$ cat src/rtl/grad_xyz_pack.sv
// Packs the X/Y/Z gradient lanes (32 bits each) into one PW-bit LII word, with a frame counter.
// Define GRAD_XYZ_PACK_SKID_EN to use a 2-entry skid FIFO output stage, which decouples input tready from output tready.
module grad_xyz_pack #(
    parameter int unsigned PW          = 128,
    parameter logic [7:0]  SRC_ID      = 8'd0,
    parameter logic [7:0]  DST_ID      = 8'd1,
    parameter logic [15:0] FRAME_WORDS = 16'd1024
) (
    input  logic          aclk,
    input  logic          arst,
    input  logic [31:0]   gradient_x_stream_tdata,
    input  logic          gradient_x_stream_tvalid,
    output logic          gradient_x_stream_tready,
    input  logic [31:0]   gradient_y_stream_tdata,
    input  logic          gradient_y_stream_tvalid,
    output logic          gradient_y_stream_tready,
    input  logic [31:0]   gradient_z_stream_tdata,
    input  logic          gradient_z_stream_tvalid,
    output logic          gradient_z_stream_tready,
    output logic [PW-1:0] lii_out_p0_tdata,
    output logic          lii_out_p0_tvalid,
    input  logic          lii_out_p0_tready,
    output logic [7:0]    lii_out_p0_src,
    output logic [7:0]    lii_out_p0_dst,
    output logic          frame_done,
    output logic          ce
);

    logic [2:0]       lane_valid_s;
    logic [2:0][31:0] lane_data_s;
    logic [2:0]       lane_ready_s;
    logic [2:0]       lane_cap_s;
    logic [2:0][31:0] lane_q;
    logic [2:0][31:0] lane_d;
    logic [2:0]       full_q;
    logic [2:0]       full_d;
    logic             out_accept_s;
    logic             pack_fire_s;
    logic [PW-1:0]    packed_s;
    logic             out_hs_s;
    logic [15:0]      frame_cnt_q;
    logic [15:0]      frame_cnt_d;
    logic             frame_done_q;
    logic             frame_done_d;

    assign lane_valid_s = {gradient_z_stream_tvalid, gradient_y_stream_tvalid, gradient_x_stream_tvalid};
    assign lane_data_s  = {gradient_z_stream_tdata, gradient_y_stream_tdata, gradient_x_stream_tdata};

    assign gradient_x_stream_tready = lane_ready_s[0];
    assign gradient_y_stream_tready = lane_ready_s[1];
    assign gradient_z_stream_tready = lane_ready_s[2];
    assign ce                       = &lane_ready_s;

    assign lii_out_p0_src = SRC_ID;
    assign lii_out_p0_dst = DST_ID;
    assign frame_done     = frame_done_q;

    // Lane capture: a full lane only reopens in the cycle its contents are packed.
    always_comb begin
        pack_fire_s = (&full_q) & out_accept_s;
        for (int i = 0; i < 3; i++) begin
            lane_ready_s[i] = ~full_q[i] | pack_fire_s;
            lane_cap_s[i]   = lane_valid_s[i] & lane_ready_s[i];
            if (lane_cap_s[i]) begin
                full_d[i] = 1'b1;
                lane_d[i] = lane_data_s[i];
            end else if (pack_fire_s) begin
                full_d[i] = 1'b0;
                lane_d[i] = lane_q[i];
            end else begin
                full_d[i] = full_q[i];
                lane_d[i] = lane_q[i];
            end
        end
    end

    // Word assembly: X in the low bits, zero padding above Z.
    always_comb begin
        packed_s        = '0;
        packed_s[95:0]  = {lane_q[2], lane_q[1], lane_q[0]};
    end

    // Lane registers and full flags.
    always_ff @(posedge aclk) begin
        if (arst) begin
            lane_q <= '0;
            full_q <= 3'b000;
        end else begin
            lane_q <= lane_d;
            full_q <= full_d;
        end
    end

`ifdef GRAD_XYZ_PACK_SKID_EN
    logic [PW-1:0] skid0_q;
    logic [PW-1:0] skid0_d;
    logic [PW-1:0] skid1_q;
    logic [PW-1:0] skid1_d;
    logic [1:0]    skid_cnt_q;
    logic [1:0]    skid_cnt_d;
    logic          skid_pop_s;

    // Acceptance depends only on the registered occupancy, so tready never reaches the lanes.
    assign out_accept_s      = (skid_cnt_q != 2'd2);
    assign skid_pop_s        = (skid_cnt_q != 2'd0) & lii_out_p0_tready;
    assign lii_out_p0_tvalid = (skid_cnt_q != 2'd0);
    assign lii_out_p0_tdata  = skid0_q;

    // Skid FIFO next state; skid0 is always the head presented on the output.
    always_comb begin
        skid0_d    = skid0_q;
        skid1_d    = skid1_q;
        skid_cnt_d = skid_cnt_q;
        case ({pack_fire_s, skid_pop_s})
            2'b10: begin
                if (skid_cnt_q == 2'd0) begin
                    skid0_d = packed_s;
                end else begin
                    skid1_d = packed_s;
                end
                skid_cnt_d = skid_cnt_q + 2'd1;
            end
            2'b01: begin
                skid0_d    = skid1_q;
                skid_cnt_d = skid_cnt_q - 2'd1;
            end
            2'b11: begin
                if (skid_cnt_q == 2'd1) begin
                    skid0_d = packed_s;
                end else begin
                    skid0_d = skid1_q;
                    skid1_d = packed_s;
                end
            end
            default: begin
                skid_cnt_d = skid_cnt_q;
            end
        endcase
    end

    // Skid FIFO storage.
    always_ff @(posedge aclk) begin
        if (arst) begin
            skid0_q    <= '0;
            skid1_q    <= '0;
            skid_cnt_q <= 2'd0;
        end else begin
            skid0_q    <= skid0_d;
            skid1_q    <= skid1_d;
            skid_cnt_q <= skid_cnt_d;
        end
    end
`else
    logic [PW-1:0] out_data_q;
    logic [PW-1:0] out_data_d;
    logic          out_valid_q;
    logic          out_valid_d;

    assign out_accept_s      = ~out_valid_q | lii_out_p0_tready;
    assign lii_out_p0_tvalid = out_valid_q;
    assign lii_out_p0_tdata  = out_data_q;

    // Single output register next state.
    always_comb begin
        if (pack_fire_s) begin
            out_valid_d = 1'b1;
            out_data_d  = packed_s;
        end else if (lii_out_p0_tready) begin
            out_valid_d = 1'b0;
            out_data_d  = out_data_q;
        end else begin
            out_valid_d = out_valid_q;
            out_data_d  = out_data_q;
        end
    end

    // Output register.
    always_ff @(posedge aclk) begin
        if (arst) begin
            out_valid_q <= 1'b0;
            out_data_q  <= '0;
        end else begin
            out_valid_q <= out_valid_d;
            out_data_q  <= out_data_d;
        end
    end
`endif

    assign out_hs_s = lii_out_p0_tvalid & lii_out_p0_tready;

    // Frame counter: wraps on the FRAME_WORDS-th handshake and pulses frame_done next cycle.
    always_comb begin
        if (out_hs_s) begin
            if (frame_cnt_q == (FRAME_WORDS - 16'd1)) begin
                frame_cnt_d  = 16'd0;
                frame_done_d = 1'b1;
            end else begin
                frame_cnt_d  = frame_cnt_q + 16'd1;
                frame_done_d = 1'b0;
            end
        end else begin
            frame_cnt_d  = frame_cnt_q;
            frame_done_d = 1'b0;
        end
    end

    // Frame counter and pulse registers.
    always_ff @(posedge aclk) begin
        if (arst) begin
            frame_cnt_q  <= 16'd0;
            frame_done_q <= 1'b0;
        end else begin
            frame_cnt_q  <= frame_cnt_d;
            frame_done_q <= frame_done_d;
        end
    end

endmodule

$ cat config.mk
export PLATFORM = sky130hd
export DESIGN_NAME = grad_xyz_pack
export DESIGN_NICKNAME = d
export VERILOG_FILES = /design/src/rtl/grad_xyz_pack.sv
export SDC_FILE = /design/constraint.sdc
export NUM_CORES = 1
export LEC_CHECK = 0
export ABC_CLOCK_PERIOD_IN_PS = 3350
export BUFFER_PORTS_ARGS = -buffer_cell sky130_fd_sc_hd__buf_2
export CORE_ASPECT_RATIO = 0.75
export CORE_MARGIN = 1.5
export CORE_UTILIZATION = 56
export CTS_CLUSTER_DIAMETER = 80
export CTS_CLUSTER_SIZE = 10
export DETAILED_ROUTE_END_ITERATION = 12
export MAX_ROUTING_LAYER = met4
export PLACE_DENSITY = 0.86
export REMOVE_ABC_BUFFERS = 1
export SETUP_SLACK_MARGIN = 0.5
export SYNTH_ARGS = -nofsm -noshare
export SYNTH_HDL_FRONTEND = slang
export SYNTH_SLANG_ARGS = --single-unit
export TNS_END_PERCENT = 20
$ cat constraint.sdc
create_clock -name aclk -period 3.35 [get_ports aclk]
set_input_delay 0.1675 -clock aclk [delete_from_list [all_inputs] [get_ports aclk]]
set_output_delay 0.1675 -clock aclk [all_outputs]
set_load 0.005 [all_outputs]
==> metrics.cfg <==
[global_route]
grt_pass1_vias=7532
grtUsageTotal_pct=28.9
gr-total-overflow=0
antenna_found_initial=0
grt_first_pass_wirelength_mm=36.9
grt_start_max_net_pins=110

[routing]
drt_first_iter_violations=615
post_drt_wl_per_cell_um=16.2
route.detailed.drc=0
vias=8049
via_per_inst=5.48
routed_wl_mm=23.8
ant_nets=0
drtPass1Iterations=5

[die]
die_w_um=146
ios=252
core_area_um2=14700
die_y_um=110
fp-row-count=38
initial_core_util_pct=58.1
die-area_um2=16000

[cells_and_area]
regArea_um2=4260
multi_input_area_um2=3670
utilization_pct=74.6
final_cell_mix=213 x dfxtp_1, 202 x nand2_1, 202 x buf_2
drive_gt1_share_pct=19.6
fin_area_um2=11000
areaGrowthSynthToFinish_pct=28.4
antenna_cells=0
fillers=1051
nets=1371
mostFrequentLayoutCell=dfxtp_1

[place]
dpl_cell_area_um2=9350
place.gp.congestion=0.782
port_buffers=203
dp_hpwl_mm=12.5

[setup_path]
crit_fanout=18
arrival_ns=2.33
worstSetupStartpointType=flop
reg2reg_depth=6
reg2reg_to=lane_q[59]
rrSetupSlack_ns=1.06
cp-end-kind=primary output
crit_type=flop to primary output
r2r-start=lii_out_p0_tvalid
required_ns=3.18

[power]
vdd_drop_max_uv=487
cellPowerDensity_nw_per_um2=492
power_leakage_nw=4.35

[logic_synthesis]
synthCells=1016
synth.top_cell.area_share_pct=50.0
synth_warnings=0
syn_area_um2=8530
ys_seq_elements=213
synth.area.top_cells=dfxtp_1 50%, nand2_1 8.9%, a21oi_1 7.7%
ys_seq_area_share_pct=50.0
avgSynthCellArea_um2=8.40
yosys.area.top_type=dfxtp_1
synth_cell_types=35

[flow_run]
max-cap-violations=0

[clock_network]
clock_latency_ns=0.51
cts_post_setup_buffers_inserted=0
path_clk_slew_ns=0.05
cts_root_buf=clkbuf_16
clockBufferDepth=3
clock_sinks=213
cts_tree=done
numCtsBuffers=25
htreeDepth=1

[hold_path]
hold_depth=3
hold_start=gradient_z_stream_tdata[28]
hold-path-endpoint=lane_q[92]
hold_path.class=input pin to flop

[sta]
rsz0062_at_grt=no
post-route-period-util_pct=74.5
finalSetupViolations=0
hold_violations=0
fin_skew_ns=0.0173
max-slew-margin-rel_pct=23.3
slew_viol_final=0
final.setup.tns_ns=0
fin_crit_ns=2.50
tightest_slew_ns=1.15
fmax_mhz=400

[status]
outcome=complete, no violations

-- how the worst max path moves through the flow --
stage / end / slack, ns / start / cells after the start
finish: gradient_y_stream_tready / 0.85 / lii_out_p0_tvalid / 4
global route: gradient_y_stream_tready / 0.67 / lii_out_p0_tvalid / 4
CTS: gradient_y_stream_tready / 0.66 / lii_out_p0_tvalid / 4
detailed placement: lane_q[44] / 0.92 / lii_out_p0_tvalid / 6
global placement: lane_q[41] / 1.05 / lii_out_p0_tvalid / 6
floorplan: ce / 0.42 / lii_out_p0_tvalid / 3
-- flip-flops by register name (all words and copies together) (netlist names) --
name / flops
full_q: 3
frame_cnt_q: 16
frame_done: 1
lane_q: 96
lii_out_p0_tdata: 96
lii_out_p0_tvalid: 1
-- what timing repair did --
item | in CTS | in global routing
endpoints found under the hold margin | 96 | 0
gates resized for setup | 0 | 1
setup endpoints to repair | 0 | 1
hold buffers | 96 | 0
-- report_power, final --
part | switching, mW | internal [mW] | leakage [nW]
sequential | 0.0453 | 2.62 | 1.73
clock | 0.947 | 1.31 | 0.317
combinational | 0.256 | 0.211 | 2.30
total | 1.25 | 4.14 | 4.35
-- layout make-up --
cell class / count / area share [%]
sequential: 213 / 38.9
multi-input combinational: 711 / 33.5
timing repair buffer: 312 / 19.2
clock buffer: 25 / 5.71
tap: 200 / 2.28
inverter: 5 / 0.171
clock inverter: 2 / 0.160
-- worst max-delay path, cell delays in order, from the launching register on --
cell and delay (ns):
dfxtp_1 0.46, nor2b_2 0.42, o21a_1 0.21, clkinv_1 0.43, buf_2 0.30
-- cell usage after synthesis (all sizes together) --
master / n
dfxtp: 213
nand2: 202
a21oi: 132
o21ai: 98
buf: 71
nand2b: 64
nand4b: 64
clkbuf: 62
nand3: 38
nor2: 21
xnor2: 10
nand4: 7
nor4: 5
inv: 4
nor3: 4
xor2: 4
and2: 2
conb: 2
nor2b: 2
a31oi: 1
a41o: 1
and3: 1
and4: 1
clkinv: 1
ha: 1
mux2: 1
nor3b: 1
o21a: 1
o31ai: 1
or3b: 1
-- through the flow --
stage / total power, mW / instances / hold slack, ns / setup WS, ns
floorplan: 2.87 / 929 / 0.237 / 0.422
global placement: 3.06 / 1345 / 0.419 / 1.05
detailed placement: 3.07 / 1345 / 0.426 / 0.922
CTS: 5.39 / 1468 / 0.0189 / 0.656
global route: 5.57 / 1468 / 0.0283 / 0.670
finish: 5.39 / 1468 / 0.0205 / 0.853
-- routing by layer --
metal / routed length (um) / up-vias / global-route usage (%)
li1: - / 3832 / -
met1: 9690 / 3770 / 35.1
met2: 11600 / 392 / 49.2
met3: 1950 / 55 / 5.56
met4: 592 / 0 / 9.04
met5: 0 / - / -
-- cell families (layout without fill, tap and decap cells) --
group           Yosys count  count (layout)  synth area share, %
flops                   213             213                 50.0
simple gates            413             413                 25.2
compound gates          234             234                 14.0
xor+xnor                 14              14                 1.44
fa+ha+maj                 1               1                0.147
other cells               2              48               0.0880
mux                       1               1                0.132
buf+inv                 138             344                 9.04
Note: power is estimated with default switching activity, not from simulation.
